File: config.mk
export PLATFORM = sky130hd
export DESIGN_NAME = phase1_dial_adc_sampler
export DESIGN_NICKNAME = d
export VERILOG_FILES = /design/src/rtl/phase1_dial_adc_sampler.sv
export SDC_FILE = /design/constraint.sdc
export NUM_CORES = 1
export LEC_CHECK = 0
export CAP_MARGIN = 20
export CORE_ASPECT_RATIO = 1.1
export CORE_MARGIN = 4
export CORE_UTILIZATION = 45
export DETAILED_ROUTE_END_ITERATION = 10
export GPL_ROUTABILITY_DRIVEN = 0
export HOLD_SLACK_MARGIN = 0.06
export SYNTH_ARGS = -nofsm -noshare
export SYNTH_HDL_FRONTEND = slang
export SYNTH_SLANG_ARGS = --single-unit
File: constraint.sdc
create_clock -name clk -period 5.05 [get_ports clk]
set_input_delay 1.515 -clock clk [delete_from_list [all_inputs] [get_ports clk]]
set_output_delay 1.515 -clock clk [all_outputs]
set_load 0.02 [all_outputs]
File: src/rtl/phase1_dial_adc_sampler.sv
// phase1_dial_adc_sampler
// Purpose : serial-ADC read loop for the Phase-1 dial; averages 2^AVG_LOG2 12-bit
//           conversions and presents a stable dial value to the puzzle stage.
// Latency : one frame is 34*CLK_DIV cycles with cs_n low, then SAMPLE_GAP idle cycles;
//           a new value appears every 2^AVG_LOG2 frames, on the cycle cs_n returns high.
// Backpr. : none; dropping enable aborts the frame and discards the partial average.
// Ports   : in  clk, rst_n (async, active-low), enable, adc_miso
//           out adc_cs_n, adc_sclk, adc_mosi, adc_dial_val[11:0], sample_valid, busy
// Option  : define DIAL_HYST_EN to load a new average only when it differs from the
//           current dial value by at least HYST LSBs.
module phase1_dial_adc_sampler #(
    parameter int   CLK_DIV    = 25,
    parameter int   SAMPLE_GAP = 1000,
    parameter int   AVG_LOG2   = 2,
    parameter logic ADC_CH     = 1'b0,
    parameter int   HYST       = 16
) (
    input  logic        clk,
    input  logic        rst_n,
    input  logic        enable,
    input  logic        adc_miso,
    output logic        adc_cs_n,
    output logic        adc_sclk,
    output logic        adc_mosi,
    output logic [11:0] adc_dial_val,
    output logic        sample_valid,
    output logic        busy
);
    // One shared down-timer covers both the SCLK half-period and the gap.
    localparam int CMAX = (CLK_DIV > SAMPLE_GAP) ? CLK_DIV : SAMPLE_GAP;
    localparam int CW   = $clog2(CMAX);
    localparam int AW   = 12 + AVG_LOG2;
    localparam int FW   = AVG_LOG2 + 1;
    localparam logic [CW-1:0] DIV_LAST = CW'(CLK_DIV - 1);
    localparam logic [CW-1:0] GAP_LAST = CW'(SAMPLE_GAP - 1);
    localparam logic [FW-1:0] FRM_LAST = FW'((1 << AVG_LOG2) - 1);

    if (CLK_DIV < 2 || SAMPLE_GAP < 1 || AVG_LOG2 < 0 || AVG_LOG2 > 4 ||
        HYST < 0 || HYST > 4095) begin : g_bad_param
        $error("phase1_dial_adc_sampler: parameter out of legal range");
    end

    typedef enum logic [2:0] {IDLE, SETUP, SHIFT, HOLD, GAP} state_t;

    state_t        state_q, state_d;
    logic [CW-1:0] cnt_q, cnt_d;
    logic [3:0]    slot_q, slot_d;
    logic [11:0]   shreg_q, shreg_d;
    logic [AW-1:0] acc_q, acc_d;
    logic [FW-1:0] frm_q, frm_d;
    logic          cs_n_q, cs_n_d;
    logic          sclk_q, sclk_d;
    logic          mosi_q, mosi_d;
    logic [11:0]   val_q, val_d;
    logic          vld_q, vld_d;

    logic [AW-1:0] sum;
    logic [11:0]   avg;
    logic          take_avg;

    // Accumulator is 12+AVG_LOG2 wide, so 2^AVG_LOG2 full-scale frames cannot overflow.
    assign sum = acc_q + AW'(shreg_q);
    assign avg = 12'(sum >> AVG_LOG2);

`ifdef DIAL_HYST_EN
    logic [11:0] diff;
    assign diff     = (avg >= val_q) ? (avg - val_q) : (val_q - avg);
    assign take_avg = ({1'b0, diff} >= 13'(HYST));
`else
    assign take_avg = 1'b1;
`endif

    // Command word: start, single-ended, channel, MSB-first, then zeros.
    function automatic logic cmd_bit(input logic [3:0] slot);
        case (slot)
            4'd0, 4'd1, 4'd3: cmd_bit = 1'b1;
            4'd2:             cmd_bit = ADC_CH;
            default:          cmd_bit = 1'b0;
        endcase
    endfunction

    always_comb begin
        state_d = state_q;
        cnt_d   = cnt_q;
        slot_d  = slot_q;
        shreg_d = shreg_q;
        acc_d   = acc_q;
        frm_d   = frm_q;
        cs_n_d  = cs_n_q;
        sclk_d  = sclk_q;
        mosi_d  = mosi_q;
        val_d   = val_q;
        vld_d   = 1'b0;

        case (state_q)
            IDLE: begin
                cs_n_d = 1'b1;
                sclk_d = 1'b0;
                mosi_d = 1'b0;
                if (enable) begin
                    state_d = SETUP;
                    cnt_d   = '0;
                    cs_n_d  = 1'b0;
                    mosi_d  = cmd_bit(4'd0);
                end
            end
            SETUP: begin
                if (cnt_q == DIV_LAST) begin
                    state_d = SHIFT;
                    cnt_d   = '0;
                    slot_d  = 4'd0;
                    sclk_d  = 1'b0;
                end else begin
                    cnt_d = cnt_q + CW'(1);
                end
            end
            SHIFT: begin
                // sclk_q doubles as the phase flag: 0 = low half, 1 = high half.
                if (cnt_q == DIV_LAST) begin
                    cnt_d = '0;
                    if (!sclk_q) begin
                        sclk_d = 1'b1;
                        // Capture on the edge where sclk rises; slots 0..3 carry no data.
                        if (slot_q >= 4'd4) begin
                            shreg_d = {shreg_q[10:0], adc_miso};
                        end
                    end else begin
                        sclk_d = 1'b0;
                        if (slot_q == 4'd15) begin
                            state_d = HOLD;
                            mosi_d  = 1'b0;
                        end else begin
                            slot_d = slot_q + 4'd1;
                            mosi_d = cmd_bit(slot_q + 4'd1);
                        end
                    end
                end else begin
                    cnt_d = cnt_q + CW'(1);
                end
            end
            HOLD: begin
                if (cnt_q == DIV_LAST) begin
                    state_d = GAP;
                    cnt_d   = '0;
                    cs_n_d  = 1'b1;
                    if (frm_q == FRM_LAST) begin
                        vld_d = 1'b1;
                        acc_d = '0;
                        frm_d = '0;
                        if (take_avg) begin
                            val_d = avg;
                        end
                    end else begin
                        acc_d = sum;
                        frm_d = frm_q + FW'(1);
                    end
                end else begin
                    cnt_d = cnt_q + CW'(1);
                end
            end
            GAP: begin
                if (cnt_q == GAP_LAST) begin
                    cnt_d = '0;
                    if (enable) begin
                        state_d = SETUP;
                        cs_n_d  = 1'b0;
                        mosi_d  = cmd_bit(4'd0);
                    end else begin
                        state_d = IDLE;
                    end
                end else begin
                    cnt_d = cnt_q + CW'(1);
                end
            end
            default: begin
                state_d = IDLE;
                cs_n_d  = 1'b1;
                sclk_d  = 1'b0;
                mosi_d  = 1'b0;
            end
        endcase

        // Losing enable anywhere in the loop abandons the frame and the partial average.
        if (state_q != IDLE && !enable) begin
            state_d = IDLE;
            cnt_d   = '0;
            slot_d  = 4'd0;
            cs_n_d  = 1'b1;
            sclk_d  = 1'b0;
            mosi_d  = 1'b0;
            acc_d   = '0;
            frm_d   = '0;
            val_d   = val_q;
            vld_d   = 1'b0;
        end
    end

    always_ff @(posedge clk or negedge rst_n) begin
        if (!rst_n) begin
            state_q <= IDLE;
            cnt_q   <= '0;
            slot_q  <= 4'd0;
            shreg_q <= 12'd0;
            acc_q   <= '0;
            frm_q   <= '0;
            cs_n_q  <= 1'b1;
            sclk_q  <= 1'b0;
            mosi_q  <= 1'b0;
            val_q   <= 12'd0;
            vld_q   <= 1'b0;
        end else begin
            state_q <= state_d;
            cnt_q   <= cnt_d;
            slot_q  <= slot_d;
            shreg_q <= shreg_d;
            acc_q   <= acc_d;
            frm_q   <= frm_d;
            cs_n_q  <= cs_n_d;
            sclk_q  <= sclk_d;
            mosi_q  <= mosi_d;
            val_q   <= val_d;
            vld_q   <= vld_d;
        end
    end

    assign adc_cs_n     = cs_n_q;
    assign adc_sclk     = sclk_q;
    assign adc_mosi     = mosi_q;
    assign adc_dial_val = val_q;
    assign sample_valid = vld_q;
    assign busy         = ~cs_n_q;

endmodule

==> impl_metrics.py, run 1 <==
metrics = {
    "min_path": {
        "min_path_type": "register to register",
    },
    "sta": {
        "final_critical_path_required_period_ns": 3.19,
        "grt_setup_unrepaired": "false",
        "hold_slack_ns": 0.480,
        "post_route_setup_slack_ns": 1.86,
        "timing.max_slew.rel_slack_pct": 41.9,
        "clock-skew-final_ns": 0.00710,
        "final_cycle_utilization_of_the_critical_path_pct": 63.2,
        "hold_viol_final": 0,
        "f_max_mhz": 314,
        "final.setup.tns_ns": 0,
        "maxSlewViolCount": 0,
        "worst-slew-pin-transition_ns": 0.871,
        "setup_violations": 0,
    },
    "place": {
        "dp_worst_setup_slack_ns": 1.51,
        "placement.io_buffers": 20,
        "postPlaceCellArea_um2": 3930,
        "dp_hpwl_um": 5540,
    },
    "floorplanning": {
        "die_h_um": 102,
        "design.portCount": 21,
        "row_count": 34,
        "horizontal_die_dimension_um": 93.8,
        "effective_utilization_at_floorplan_pct": 46.0,
        "core_um2": 7910,
        "die_area_um2": 9600,
    },
    "yosys": {
        "synth.top_cell.area_share_pct": 41.9,
        "yosysWarnings": 0,
        "synth_ff_type": "dfrtp_1",
        "synth_area_per_cell_um2": 9.56,
        "synth_largest_area_cell": "dfrtp_1",
        "post_synthesis_instance_area_um2": 3640,
        "synth.top_cells.by_area": "dfrtp_1 (42%), ha_1 (6.2%), nand2_1 (5.3%)",
        "gate_count_of_the_mapped_netlist": 381,
        "synth_sequential_area_ratio_pct": 42.6,
        "ffs_w_async_s_r_synth_pct": 100,
        "count_of_cell_types_in_the_netlist": 60,
        "postSynthRegisterBits": 62,
        "number_of_synthesized_flops_with_an_enable_pin": 0,
        "syn-num-nets": 404,
    },
    "layout": {
        "mostFrequentLayoutCell": "dfrtp_1",
        "final_stage_net_count": 427,
        "proportion_of_layout_cells_with_a_drive_suffix_above_1_pct": 9.78,
        "post_layout_instance_area_um2": 4110,
        "layout.cells.most_common_list": "dfrtp_1 (61), nand2_1 (51), o21ai_0 (28)",
        "antennaDiodeCount": 0,
        "areaGrowthSynthToFinish_pct": 12.8,
    },
    "setup_path": {
        "worstPathMaxFanout": 13,
        "worst_path_largest_cell_delay_ns": 0.70,
        "worst_path_max_delay_cell": "clkdlybuf4s50_1",
        "timing.critical_path.max_delay_family": "simple AND/OR/NAND/NOR gates",
        "path_cells": "clkdlybuf4s50_1, nor4bb_1, o31ai_1, o31ai_2, or4b_2, nand3_1",
        "worst_setup_path_end_kind": "register",
        "worst_ep_arrival_time_ns": 3.47,
        "critical_path_buf_inv_count": 1,
        "worst_path_required_time_ns": 5.33,
        "worstSetupPathType": "input pin to register",
        "cp-start-kind": "input pin",
    },
    "routing": {
        "detailed_route_iter0_violations": 93,
        "via_per_inst": 5.57,
        "antenna_left": 0,
        "drt_wl_total_um": 7850,
        "route.vias.total": 2879,
        "route.detailed.wl_per_inst_um": 15.2,
        "drt_pre_antenna_iters": 4,
        "post-route-drc-count": 0,
    },
    "power_and_ir_drop": {
        "cellInternalPower_uw": 884,
        "netSwitchingFraction_pct": 32.9,
        "power.combinational.fraction_pct": 24.3,
        "clkPwrFrac_pct": 32.1,
        "pwr-share-seq_pct": 43.6,
        "power.density_nw_per_um2": 321,
        "largest_vdd_supply_drop_v": 0.000210,
        "cellLeakagePower_nw": 1.85,
        "switching_power_total_uw": 434,
    },
    "global_routing": {
        "vias_in_the_first_global_route": 2923,
        "grt_antenna_before_repair": 0,
        "grt_util_all_layers_pct": 18.0,
        "overflow": 0,
        "first_pass_grt_wire_length_um": 13700,
        "grt_start_max_net_pins": 38,
    },
    "clock_network": {
        "h_tree_levels": 3,
        "clock_transition_at_the_register_clock_pins_on_the_worst_setup_and_hold_paths_after_cts_ns": 0.07,
        "clock_path_buffers": 2,
        "postCtsHoldBufs": 0,
        "clock_tree.root_cell": "clkbuf_8",
        "cts-resized-gates": 0,
        "worstSkewPairLatency_ns": 0.34,
        "post_cts_setup_bufs": 0,
        "clkSinkCount": 62,
        "numCtsBuffers": 9,
        "cts_tree": "yes",
    },
    "status": {
        "outcome": "finished clean",
    },
    "flow_run": {
        "cap_violations": 0,
    },
}
## path summary, 6_finish.rpt
| kind | startpoint | end | slack [ns] | cells past startpoint |
|---|---|---|---|---|
| max reg2reg | cnt_q[0]$_DFFE_PN0P_ | shreg_q[7]$_DFFE_PN0P_ | 2.51 | 6 |
| min | adc_dial_val[3]$_DFFE_PN0P_ | adc_dial_val[3]$_DFFE_PN0P_ | 0.48 | 2 |
| max | enable | cnt_q[8]$_DFFE_PN0P_ | 1.86 | 6 |
| min in group asynchronous | rst_n | shreg_q[4]$_DFFE_PN0P_ | 1.29 | 1 |
| min reg2reg | adc_dial_val[3]$_DFFE_PN0P_ | adc_dial_val[3]$_DFFE_PN0P_ | 0.48 | 2 |
| max in group asynchronous | rst_n | shreg_q[7]$_DFFE_PN0P_ | 2.91 | 2 |
## per-layer routing
metal | vias up | track usage (%) | wire (um)
li1 | 1447 | - | -
met1 | 1381 | 22.3 | 3680
met2 | 40 | 31.5 | 3850
met3 | 11 | 2.95 | 172
met4 | 0 | 7.22 | 149
met5 | - | 0 | 0
## through the flow
stage / util [%] / instances / total power [mW]
final: 51.9 / 517 / 1.32
after floorplan: - / 381 / 0.820
after detailed placement: 49.6 / 501 / 0.905
after CTS: 51.9 / 517 / 1.33
after global placement: 49.6 / 501 / 0.901
after global routing: 51.9 / 517 / 1.40
## cell type report
type                            count  area [um2]
Timing Repair Buffer               24         225
Clock inverter                      4        47.5
Sequential cell                    62        1550
Tap cell                          108         135
Multi-Input combinational cell    294        1970
Inverter                           13        48.8
Fill cell                         765        3800
Clock buffer                       12         135
## registers in the layout, indices dropped and copies added (netlist names)
signal        cells
shreg_q          12
adc_dial_val     12
adc_sclk          1
slot_q            4
cnt_q            10
state_q           3
frm_q             3
sample_valid      1
acc_q            14
adc_cs_n          1
adc_mosi          1
## synthesized netlist by cell type, types with 3 or more instances
cell      instances
dfrtp_1          61
nand2_1          51
o21ai_0          28
a21oi_1          25
ha_1             18
o31ai_1          17
nor2_1           16
nand3_1          15
nor3_1           15
inv_1            13
a21o_1           12
a31oi_1           8
mux2_4            8
clkbuf_1          7
nor2b_1           6
and2_1            5
o21a_1            5
a22o_1            4
buf_6             4
nand2b_1          4
and3_1            3
mux2_2            3
xnor2_1           3
xor2_1            3
## worst reg2reg max path: cells and delay by family (launching register included)
family / cells / cell delay, ns
AOI/OAI and AO/OA: 1 / 0.40
adders and majority gates: 1 / 0.17
buffers and inverters: 1 / 0.07
DFF: 1 / 0.42
muxes: 1 / 0.42
and+or+nand+nor: 2 / 0.93
## cell families (layout without fill, tap and decap cells)
group                    after synthesis  after routing  share of synthesized area [%]
AO/OA/AOI/OAI                        119            119                           21.7
flip-flops                            62             62                           42.6
AND/OR/NAND/NOR                      136            136                           19.0
XOR/XNOR                               6              6                           1.44
adder cells (fa/ha/maj)               20             20                           7.01
buffers and inverters                 25             53                           3.43
multiplexers                          13             13                           4.77
## power by group through the flow
stage	clock network (mW)	logic (mW)	registers, mW
floorplan	0	0.250	0.570
global placement	0	0.318	0.583
detailed placement	0	0.321	0.584
CTS	0.437	0.324	0.574
global route	0.459	0.361	0.583
finish	0.423	0.320	0.575
Power figures use the tool's default switching activity.
==> run 2, diff against run 1 <==
==> constraint.sdc (replaced) <==
create_clock -name clk -period 3.32 [get_ports clk]
set_input_delay 0.996 -clock clk [delete_from_list [all_inputs] [get_ports clk]]
set_output_delay 0.996 -clock clk [all_outputs]
set_load 0.02 [all_outputs]
==> impl_metrics.py, run 2 (synthesis gave the netlist of run 1 again) <==
metrics = {
    "status": {
        "outcome": "finished clean",
    },
    "clock_network": {
        "cts-resized-gates": 0,
        "post_cts_setup_bufs": 0,
        "worstSkewPairLatency_ns": 0.35,
        "clock_path_buffers": 2,
        "clock_transition_at_the_register_clock_pins_on_the_worst_setup_and_hold_paths_after_cts_ns": 0.07,
        "cts_tree": "yes",
        "h_tree_levels": 3,
        "clock_tree.root_cell": "clkbuf_8",
        "numCtsBuffers": 9,
        "postCtsHoldBufs": 0,
        "clkSinkCount": 62,
    },
    "power_and_ir_drop": {
        "power_mw": 2.13,
        "largest_vdd_supply_drop_v": 0.000331,
        "power.density_nw_per_um2": 510,
        "cellLeakagePower_nw": 1.88,
    },
    "setup_path": {
        "worst_ep_arrival_time_ns": 2.80,
        "timing.rr.start": "cnt_q[0]$_DFFE_PN0P_",
        "cp-start-kind": "input pin",
        "worstSetupPathType": "input pin to register",
        "worstPathMaxFanout": 9,
        "cp-startpoint": "enable",
        "r2r_setup_slack_ns": 0.79,
        "worst_setup_path_end_kind": "register",
        "worst_path_required_time_ns": 3.53,
        "worstReg2RegEnd": "shreg_q[9]$_DFFE_PN0P_",
        "r2r_cells": 6,
    },
    "routing": {
        "drt_pre_antenna_iters": 4,
        "route.detailed.wl_per_inst_um": 15.1,
        "drt_wl_total_um": 7830,
        "post-route-drc-count": 0,
        "via_per_inst": 5.60,
        "route.vias.total": 2899,
        "detailed_route_iter0_violations": 92,
        "antenna_left": 0,
    },
    "layout": {
        "layout.cells.most_common_list": "dfrtp_1 (61), nand2_1 (51), o21ai_0 (28)",
        "utilization_pct": 52.8,
        "mostFrequentLayoutCell": "dfrtp_1",
        "areaGrowthSynthToFinish_pct": 14.7,
        "proportion_of_layout_cells_with_a_drive_suffix_above_1_pct": 10.7,
        "largest-register": "acc_q",
        "antennaDiodeCount": 0,
        "stdcell_count": 518,
        "largest_register_ffs": 14,
        "final_stage_net_count": 428,
    },
    "floorplanning": {
        "effective_utilization_at_floorplan_pct": 46.0,
        "die_area_um2": 9600,
        "die_h_um": 102,
        "row_count": 34,
        "horizontal_die_dimension_um": 93.8,
        "core_um2": 7910,
        "design.portCount": 21,
    },
    "global_routing": {
        "vias_in_the_first_global_route": 2865,
        "grt_start_max_net_pins": 42,
        "overflow": 0,
        "grt_antenna_before_repair": 0,
        "first_pass_grt_wire_length_um": 13500,
        "grt_util_all_layers_pct": 17.8,
    },
    "sta": {
        "timing.max_slew.rel_slack_pct": 59.5,
        "worst-slew-pin-transition_ns": 0.602,
        "final.setup.tns_ns": 0,
        "f_max_mhz": 386,
        "post_route_setup_slack_ns": 0.731,
        "setup_violations": 0,
        "grt_setup_unrepaired": "false",
        "maxSlewViolCount": 0,
        "final_critical_path_required_period_ns": 2.59,
        "hold_viol_final": 0,
        "final_cycle_utilization_of_the_critical_path_pct": 78.0,
        "clock-skew-final_ns": 0.0172,
    },
    "place": {
        "dp_worst_setup_slack_ns": 0.385,
        "placement.io_buffers": 20,
        "numPlacedInstances": 501,
        "dp_hpwl_um": 5630,
    },
    "flow_run": {
        "cap_violations": 0,
    },
    "min_path": {
        "hold_path.startpoint": "adc_dial_val[4]$_DFFE_PN0P_",
        "min_path_type": "register to register",
        "hold-path-cell-count": 2,
        "hold_path_end": "adc_dial_val[4]$_DFFE_PN0P_",
    },
}
-- run 2: worst max path at each step --
stage	end	slack, ns
floorplan	cnt_q[8]$_DFFE_PN0P_	0.91
global placement	cnt_q[8]$_DFFE_PN0P_	0.41
detailed placement	cnt_q[8]$_DFFE_PN0P_	0.39
CTS	acc_q[13]$_DFFE_PN0P_	0.68
global route	slot_q[1]$_DFFE_PN0P_	0.60
finish	slot_q[1]$_DFFE_PN0P_	0.73
-- run 2: layout make-up --
class,count,area [um2]
repair buffers,25,245
multi-input cells,294,1970
flip-flops and latches,62,1550
clock buffers,10,138
clock inverters,6,93.8
inverters,13,48.8
fillers,771,3730
well taps,108,135
-- run 2: power by group --
| group | total (mW) | leakage [nW] | switching, mW | internal [mW] |
|---|---|---|---|---|
| clock | 0.771 | 0.113 | 0.323 | 0.448 |
| combinational | 0.487 | 0.915 | 0.288 | 0.199 |
| sequential | 0.875 | 0.855 | 0.0731 | 0.802 |
-- run 2: through the flow --
| stage | hold slack [ns] | instance area, um2 |
|---|---|---|
| 6_report | 0.480 | 4180 |
| 5_1_grt | 0.515 | 4180 |
| 4_1_cts | 0.487 | 4170 |
| 3_5_place_dp | 0.470 | 3940 |
| 3_3_place_gp | 0.463 | 3940 |
| 2_1_floorplan | 0.451 | 3640 |
-- run 2: worst max-delay path, cell delays in order --
cell	delay, ns
clkdlybuf4s50_1	0.54
buf_4	0.18
nor2b_1	0.32
o21ai_0	0.25
a21oi_2	0.25
or2_4	0.18
o21ai_0	0.08
-- run 2: metal layers --
layer / part of all wire [%] / vias up / track usage [%]
met2: 49 / 39 / 30.5
li1: - / 1452 / -
met3: 3.1 / 9 / 4.49
met5: 0 / - / 0
met4: 1.1 / 0 / 5.22
met1: 47 / 1399 / 22.3
